===== config.mk =====
export PLATFORM = sky130hd
export DESIGN_NAME = pll_reset_ctrl
export DESIGN_NICKNAME = d
export VERILOG_FILES = /design/src/rtl/pll_reset_ctrl.sv
export SDC_FILE = /design/constraint.sdc
export NUM_CORES = 1
export LEC_CHECK = 0
export ABC_AREA = 1
export CAP_MARGIN = 40
export CELL_PAD_IN_SITES_DETAIL_PLACEMENT = 2
export CELL_PAD_IN_SITES_GLOBAL_PLACEMENT = 2
export CORE_MARGIN = 3
export CORE_UTILIZATION = 30
export CTS_BUF_LIST = sky130_fd_sc_hd__clkbuf_4
export DETAILED_ROUTE_END_ITERATION = 10
export GPL_TIMING_DRIVEN = 1
export PLACE_DENSITY = 0.84
export SLEW_MARGIN = 20
export SYNTH_ARGS = -nofsm -noshare
export SYNTH_HDL_FRONTEND = slang
export SYNTH_SLANG_ARGS = --single-unit

===== constraint.sdc =====
create_clock -name clkin -period 3.15 [get_ports clkin]
set_input_delay 0.4725 -clock clkin [delete_from_list [all_inputs] [get_ports clkin]]
set_output_delay 0.4725 -clock clkin [all_outputs]
set_load 0.005 [all_outputs]

===== src/rtl/pll_reset_ctrl.sv =====
//-----------------------------------------------------------------------------
// pll_reset_ctrl
//
// Sequences the reset of a PLL and of the logic clocked by it. The PLL is held
// in reset for a fixed pulse, then given a bounded window to report lock. Lock
// must then hold for a run of consecutive cycles before the downstream domains
// are released. Repeated lock timeouts end in a sticky FAULT state that only
// force_relock or rst_n can leave.
//
// Ports
//   clkin        in   free-running reference clock, the only clock here
//   rst_n        in   synchronous active-low reset
//   pll_locked   in   PLL lock flag, asynchronous to clkin
//   force_relock in   one-cycle request to restart the whole sequence
//   pll_rst      out  active-high reset to the PLL
//   sys_rst_n    out  active-low reset to the PLL clock domains
//   ready        out  high while in RUN
//   fault        out  high while in FAULT
//   retries      out  lock timeouts since the last clear (saturates at 15)
//   state        out  FSM encoding: RESET=0 WAIT=1 STABLE=2 RUN=3 FAULT=4
//
// Every output is a register loaded on the same edge as the state register,
// so outputs and state always describe the same cycle.
//-----------------------------------------------------------------------------
module pll_reset_ctrl #(
    parameter int unsigned RST_CYCLES    = 32'd16,
    parameter int unsigned LOCK_WAIT     = 32'd50000,
    parameter int unsigned STABLE_CYCLES = 32'd1024,
    parameter int unsigned MAX_RETRY     = 32'd3
) (
    input  logic       clkin,
    input  logic       rst_n,
    input  logic       pll_locked,
    input  logic       force_relock,
    output logic       pll_rst,
    output logic       sys_rst_n,
    output logic       ready,
    output logic       fault,
    output logic [3:0] retries,
    output logic [2:0] state
);

    typedef enum logic [2:0] {
        ST_RESET  = 3'd0,
        ST_WAIT   = 3'd1,
        ST_STABLE = 3'd2,
        ST_RUN    = 3'd3,
        ST_FAULT  = 3'd4
    } state_t;

    // Terminal counts: the counter starts at zero on state entry, so a phase
    // of N cycles ends when the counter reads N-1.
    localparam logic [19:0] RST_LAST    = 20'(RST_CYCLES - 32'd1);
    localparam logic [19:0] WAIT_LAST   = 20'(LOCK_WAIT - 32'd1);
    localparam logic [19:0] STABLE_LAST = 20'(STABLE_CYCLES - 32'd1);
    localparam logic [4:0]  MAX_RETRY_W = 5'(MAX_RETRY);

    state_t      state_r;
    state_t      state_next_s;
    logic [19:0] cnt_r;
    logic [3:0]  retries_r;
    logic [3:0]  retries_next_s;
    logic [4:0]  retries_inc_s;
    logic        entry_s;
    logic        lock_meta_r;
    logic        lock_sync_r;
    logic [3:0]  out_next_s;

    // Retry count one step up, held at 15 instead of wrapping.
    function automatic logic [3:0] retries_sat_inc(input logic [3:0] v);
        logic [3:0] r;
        if (v == 4'd15) begin
            r = 4'd15;
        end else begin
            r = v + 4'd1;
        end
        return r;
    endfunction

    // Moore output decode, packed as {pll_rst, sys_rst_n, ready, fault}.
    // sys_rst_n and ready share the RUN decode so they can never disagree.
    function automatic logic [3:0] decode_outputs(input state_t s);
        logic [3:0] v;
        case (s)
            ST_RESET:  v = 4'b1000;
            ST_WAIT:   v = 4'b0000;
            ST_STABLE: v = 4'b0000;
            ST_RUN:    v = 4'b0110;
            ST_FAULT:  v = 4'b0001;
            default:   v = 4'b1000;
        endcase
        return v;
    endfunction

    // Two-flop synchronizer for the asynchronous lock flag.
    always_ff @(posedge clkin) begin
        if (!rst_n) begin
            lock_meta_r <= 1'b0;
            lock_sync_r <= 1'b0;
        end else begin
            lock_meta_r <= pll_locked;
            lock_sync_r <= lock_meta_r;
        end
    end

    // Widened increment so the fault test cannot be fooled by saturation.
    assign retries_inc_s = {1'b0, retries_r} + 5'd1;

    // Next-state and next-retry logic; force_relock overrides every other event.
    always_comb begin
        state_next_s   = state_r;
        retries_next_s = retries_r;
        if (force_relock) begin
            state_next_s   = ST_RESET;
            retries_next_s = 4'd0;
        end else begin
            case (state_r)
                ST_RESET: begin
                    if (cnt_r == RST_LAST) begin
                        state_next_s = ST_WAIT;
                    end else begin
                        state_next_s = ST_RESET;
                    end
                end
                ST_WAIT: begin
                    if (lock_sync_r) begin
                        state_next_s = ST_STABLE;
                    end else if (cnt_r == WAIT_LAST) begin
                        // Timeout: count it, then either retry or give up.
                        retries_next_s = retries_sat_inc(retries_r);
                        if (retries_inc_s == MAX_RETRY_W) begin
                            state_next_s = ST_FAULT;
                        end else begin
                            state_next_s = ST_RESET;
                        end
                    end else begin
                        state_next_s = ST_WAIT;
                    end
                end
                ST_STABLE: begin
                    if (!lock_sync_r) begin
                        // Lock dropped: new timeout window, retries untouched.
                        state_next_s = ST_WAIT;
                    end else if (cnt_r == STABLE_LAST) begin
                        state_next_s   = ST_RUN;
                        retries_next_s = 4'd0;
                    end else begin
                        state_next_s = ST_STABLE;
                    end
                end
                ST_RUN: begin
                    if (!lock_sync_r) begin
                        state_next_s = ST_RESET;
                    end else begin
                        state_next_s = ST_RUN;
                    end
                end
                ST_FAULT: begin
                    state_next_s = ST_FAULT;
                end
                default: begin
                    // Unreachable encodings recover through a full reset pulse.
                    state_next_s = ST_RESET;
                end
            endcase
        end
    end

    // A state entry restarts the counter; force_relock in RESET counts as one.
    always_comb begin
        entry_s    = force_relock | (state_next_s != state_r);
        out_next_s = decode_outputs(state_next_s);
    end

    // State, counter, retry count and registered output decodes.
    always_ff @(posedge clkin) begin
        if (!rst_n) begin
            state_r   <= ST_RESET;
            cnt_r     <= 20'd0;
            retries_r <= 4'd0;
            pll_rst   <= 1'b1;
            sys_rst_n <= 1'b0;
            ready     <= 1'b0;
            fault     <= 1'b0;
        end else begin
            state_r   <= state_next_s;
            retries_r <= retries_next_s;
            if (entry_s) begin
                cnt_r <= 20'd0;
            end else begin
                cnt_r <= cnt_r + 20'd1;
            end
            pll_rst   <= out_next_s[3];
            sys_rst_n <= out_next_s[2];
            ready     <= out_next_s[1];
            fault     <= out_next_s[0];
        end
    end

    assign retries = retries_r;
    assign state   = state_r;

endmodule


==> metrics <==
width of the die 84.01 um; Mean Syn Cell Area 7.076 um^2; Max-slew headroom 0.7800; H-tree lvl count 2; Worst VDD drop 146.6 uV; Hold EP lock_sync_r; share of post-route cells with drive strength above 1 0.1877; # fillers 704; status finished clean; final setup violation count 0; r2r endpoint cnt_r[10]; Tcrit/Tclk final 0.6340; antenna cells 0; worst min path class reg2reg; Post-DRT Antenna Nets 0; post-CTS setup buffer count 0; Initial Utilization 0.3197; CP Class reg2reg; Reg2Reg Depth 11; Worst path slowest cell dfxtp_1; #FFs+latches synth 32; Pwr Density between 300 and 400 nW/um^2; CP delay by family, top simple AND/OR/NAND/NOR gates; Slew Limit Fails 0; unrepaired setup endpoints after global routing no; largest cells by area after synthesis dfxtp_1, nand2_1, nor2_1, nor2_2, inv_1; Buf/Inv on CP 2; Worst Path Required between 3 and 4 ns; CTS tree built; Synth top area share 0.3509; max cap viols 0; asr flop ratio synth 0; CP max stage delay 0.42 ns; Nets roughly 280; PnR worst setup slack about 1.2 ns; Worst-Margin Slew 0.3300 ns; Clock Latency Late Sink 0.34 ns; Post-synth top cells nand2_1, nor2_1, inv_1; Final Hold Viols 0; Worst Path Max Fanout 20; footprint of the multi-input gates between 900 and 1000 um^2; CP most frequent cell nand3_2; top-count cell post-synth nand2_1; RD Place Congestion 0.7697; gr usage total 0.1443; Placeable Area roughly 5700 um^2; largest net degree at the start of global routing 21; Die Span Y around 84 um; fin crit period between 1.5 and 2 ns; worst-path cell chain ha_1 > nand3_2 > clkinv_2 > nand3_2 > nor2_1 > nor2_1 > nand2_2 > nand3_1 > nand3_2 > buf_4 > nor2_2; sequential area share after synthesis 0.3509; first-pass GRT wire length 8204 um; hold slack between 0.4 and 0.5 ns; root buf cell clkbuf_4; GR Overflow Total 0; Syn Std Cell Area 1826 um^2; PortBufs 14; Worst Setup End Kind register; fmax 500.7 MHz; Syn Nets 265; Warnings, synthesis 0; CTS clk-pin slew, worst paths approximately 0.10 ns; Starting DRT DRC Count 36; CP arrival 2.22 ns; r2r startpoint cnt_r[0]; Worst setup SP type register; initial antenna violation count 0; r2r setup slk 1.15 ns; Post-synth EDFFs 0; detailed placer's ending HPWL 3740 um; Synth area leader dfxtp_1; Remaining DRCs 0; Unique masters post-synth 26; CP Depth 11; cell count after synthesis 258; vias in the first global route 1686; IO Pins 15; total wire length ~4700 um; hold path cells 2; FF+latch area 640.6 um^2; post_cts resized 0; via count 1620; Setup TNS 0 ns; CTS Buf Count 5; clk sink count 32; Hold Buf Count CTS 0; Primary FF master, synth dfxtp_1; Hold Path Origin lock_meta_r; setup slack at placement 0.8705 ns; Core Rows 27; Detailed Routing Iterations Pass 1 3; Vias per Instance roughly 4.6; Static Leak 0.8063 nW; clock skew ~0.0098 ns; Max Root-Sink Buffers 2; die area 7057 um^2; WL/cell 13.34 um; Area Overhead vs Synth 13.84%
## flip-flops by register name, indices dropped and copies added (netlist names)
signal	flops
lock_sync_r	1
lock_meta_r	1
cnt_r	20
state	3
pll_rst	1
fault	1
retries	4
sys_rst_n	1
## area by class of cell
type | instances | area share
Clock buffer | 5 | 0.01806
Inverter | 41 | 0.07465
Clock inverter | 2 | 0.003612
Timing Repair Buffer | 15 | 0.07104
Sequential cell | 32 | 0.3082
Multi-Input combinational cell | 182 | 0.4810
Tap cell | 72 | 0.04335
## how the worst max path moves through the flow
stage	end	slack, ns	startpoint
6_report	cnt_r[10]	1.15	cnt_r[0]
5_1_grt	cnt_r[6]	0.92	rst_n
4_1_cts	cnt_r[10]	1.12	cnt_r[0]
3_5_place_dp	cnt_r[0]	0.87	rst_n
3_3_place_gp	cnt_r[9]	0.92	rst_n
2_1_floorplan	cnt_r[16]	1.58	cnt_r[0]
## metrics by stage
| step | cells | area, um^2 | util | total power, W |
|---|---|---|---|---|
| final | 349 | 2078 | 0.3640 | 0.0006563 |
| after global routing | 349 | 2078 | 0.3640 | 0.0006922 |
| after CTS | 349 | 2078 | 0.3640 | 0.0006704 |
| after detailed placement | 342 | 2033 | 0.3561 | 0.0004416 |
| after global placement | 342 | 2033 | 0.3561 | 0.0004406 |
| after floorplan | 258 | 1826 | - | 0.0004339 |
## report_power, final
| part | switching, W | internal, W |
|---|---|---|
| logic | 0.0000151 | 0.00000778 |
| clock network | 0.000147 | 0.0000779 |
| registers | 0.00000193 | 0.000407 |
## cell usage in the layout, fill, tap and decap left out, drive strengths merged
cell / instances
a31oi: 2
o21ai: 6
nand4: 5
xor2: 11
inv: 40
nand3: 16
xnor2: 6
nand2: 56
buf: 1
clkdlybuf4s50: 14
clkbuf: 5
nor3: 4
clkinv: 3
o22a: 1
a21oi: 2
ha: 3
dfxtp: 32
nor2: 69
nor4: 1
## worst min-delay path, stage by stage, from the launching register on
cell,delay (ns)
dfxtp_1,0.31
nand2_1,0.06
inv_1,0.03
## cells by family after synthesis
logic type | count (synthesis) | share of synthesized area
adders and majority gates | 3 | 0.02056
and+or+nand+nor | 151 | 0.4071
DFF | 32 | 0.3509
AOI/OAI and AO/OA | 11 | 0.03426
buffers and inverters | 44 | 0.1014
xor gates and xnor gates | 17 | 0.08568
## routing by layer
metal	part of all wire	routed length [um]	track usage	vias to the layer above
li1	-	-	-	822
met1	0.47	2201	0.1857	780
met2	0.50	2306	0.2415	12
met3	0.016	76	0.02665	6
met4	0.015	70	0.04825	0
met5	0	0	0	-
Note: power is estimated with default switching activity, not from simulation.
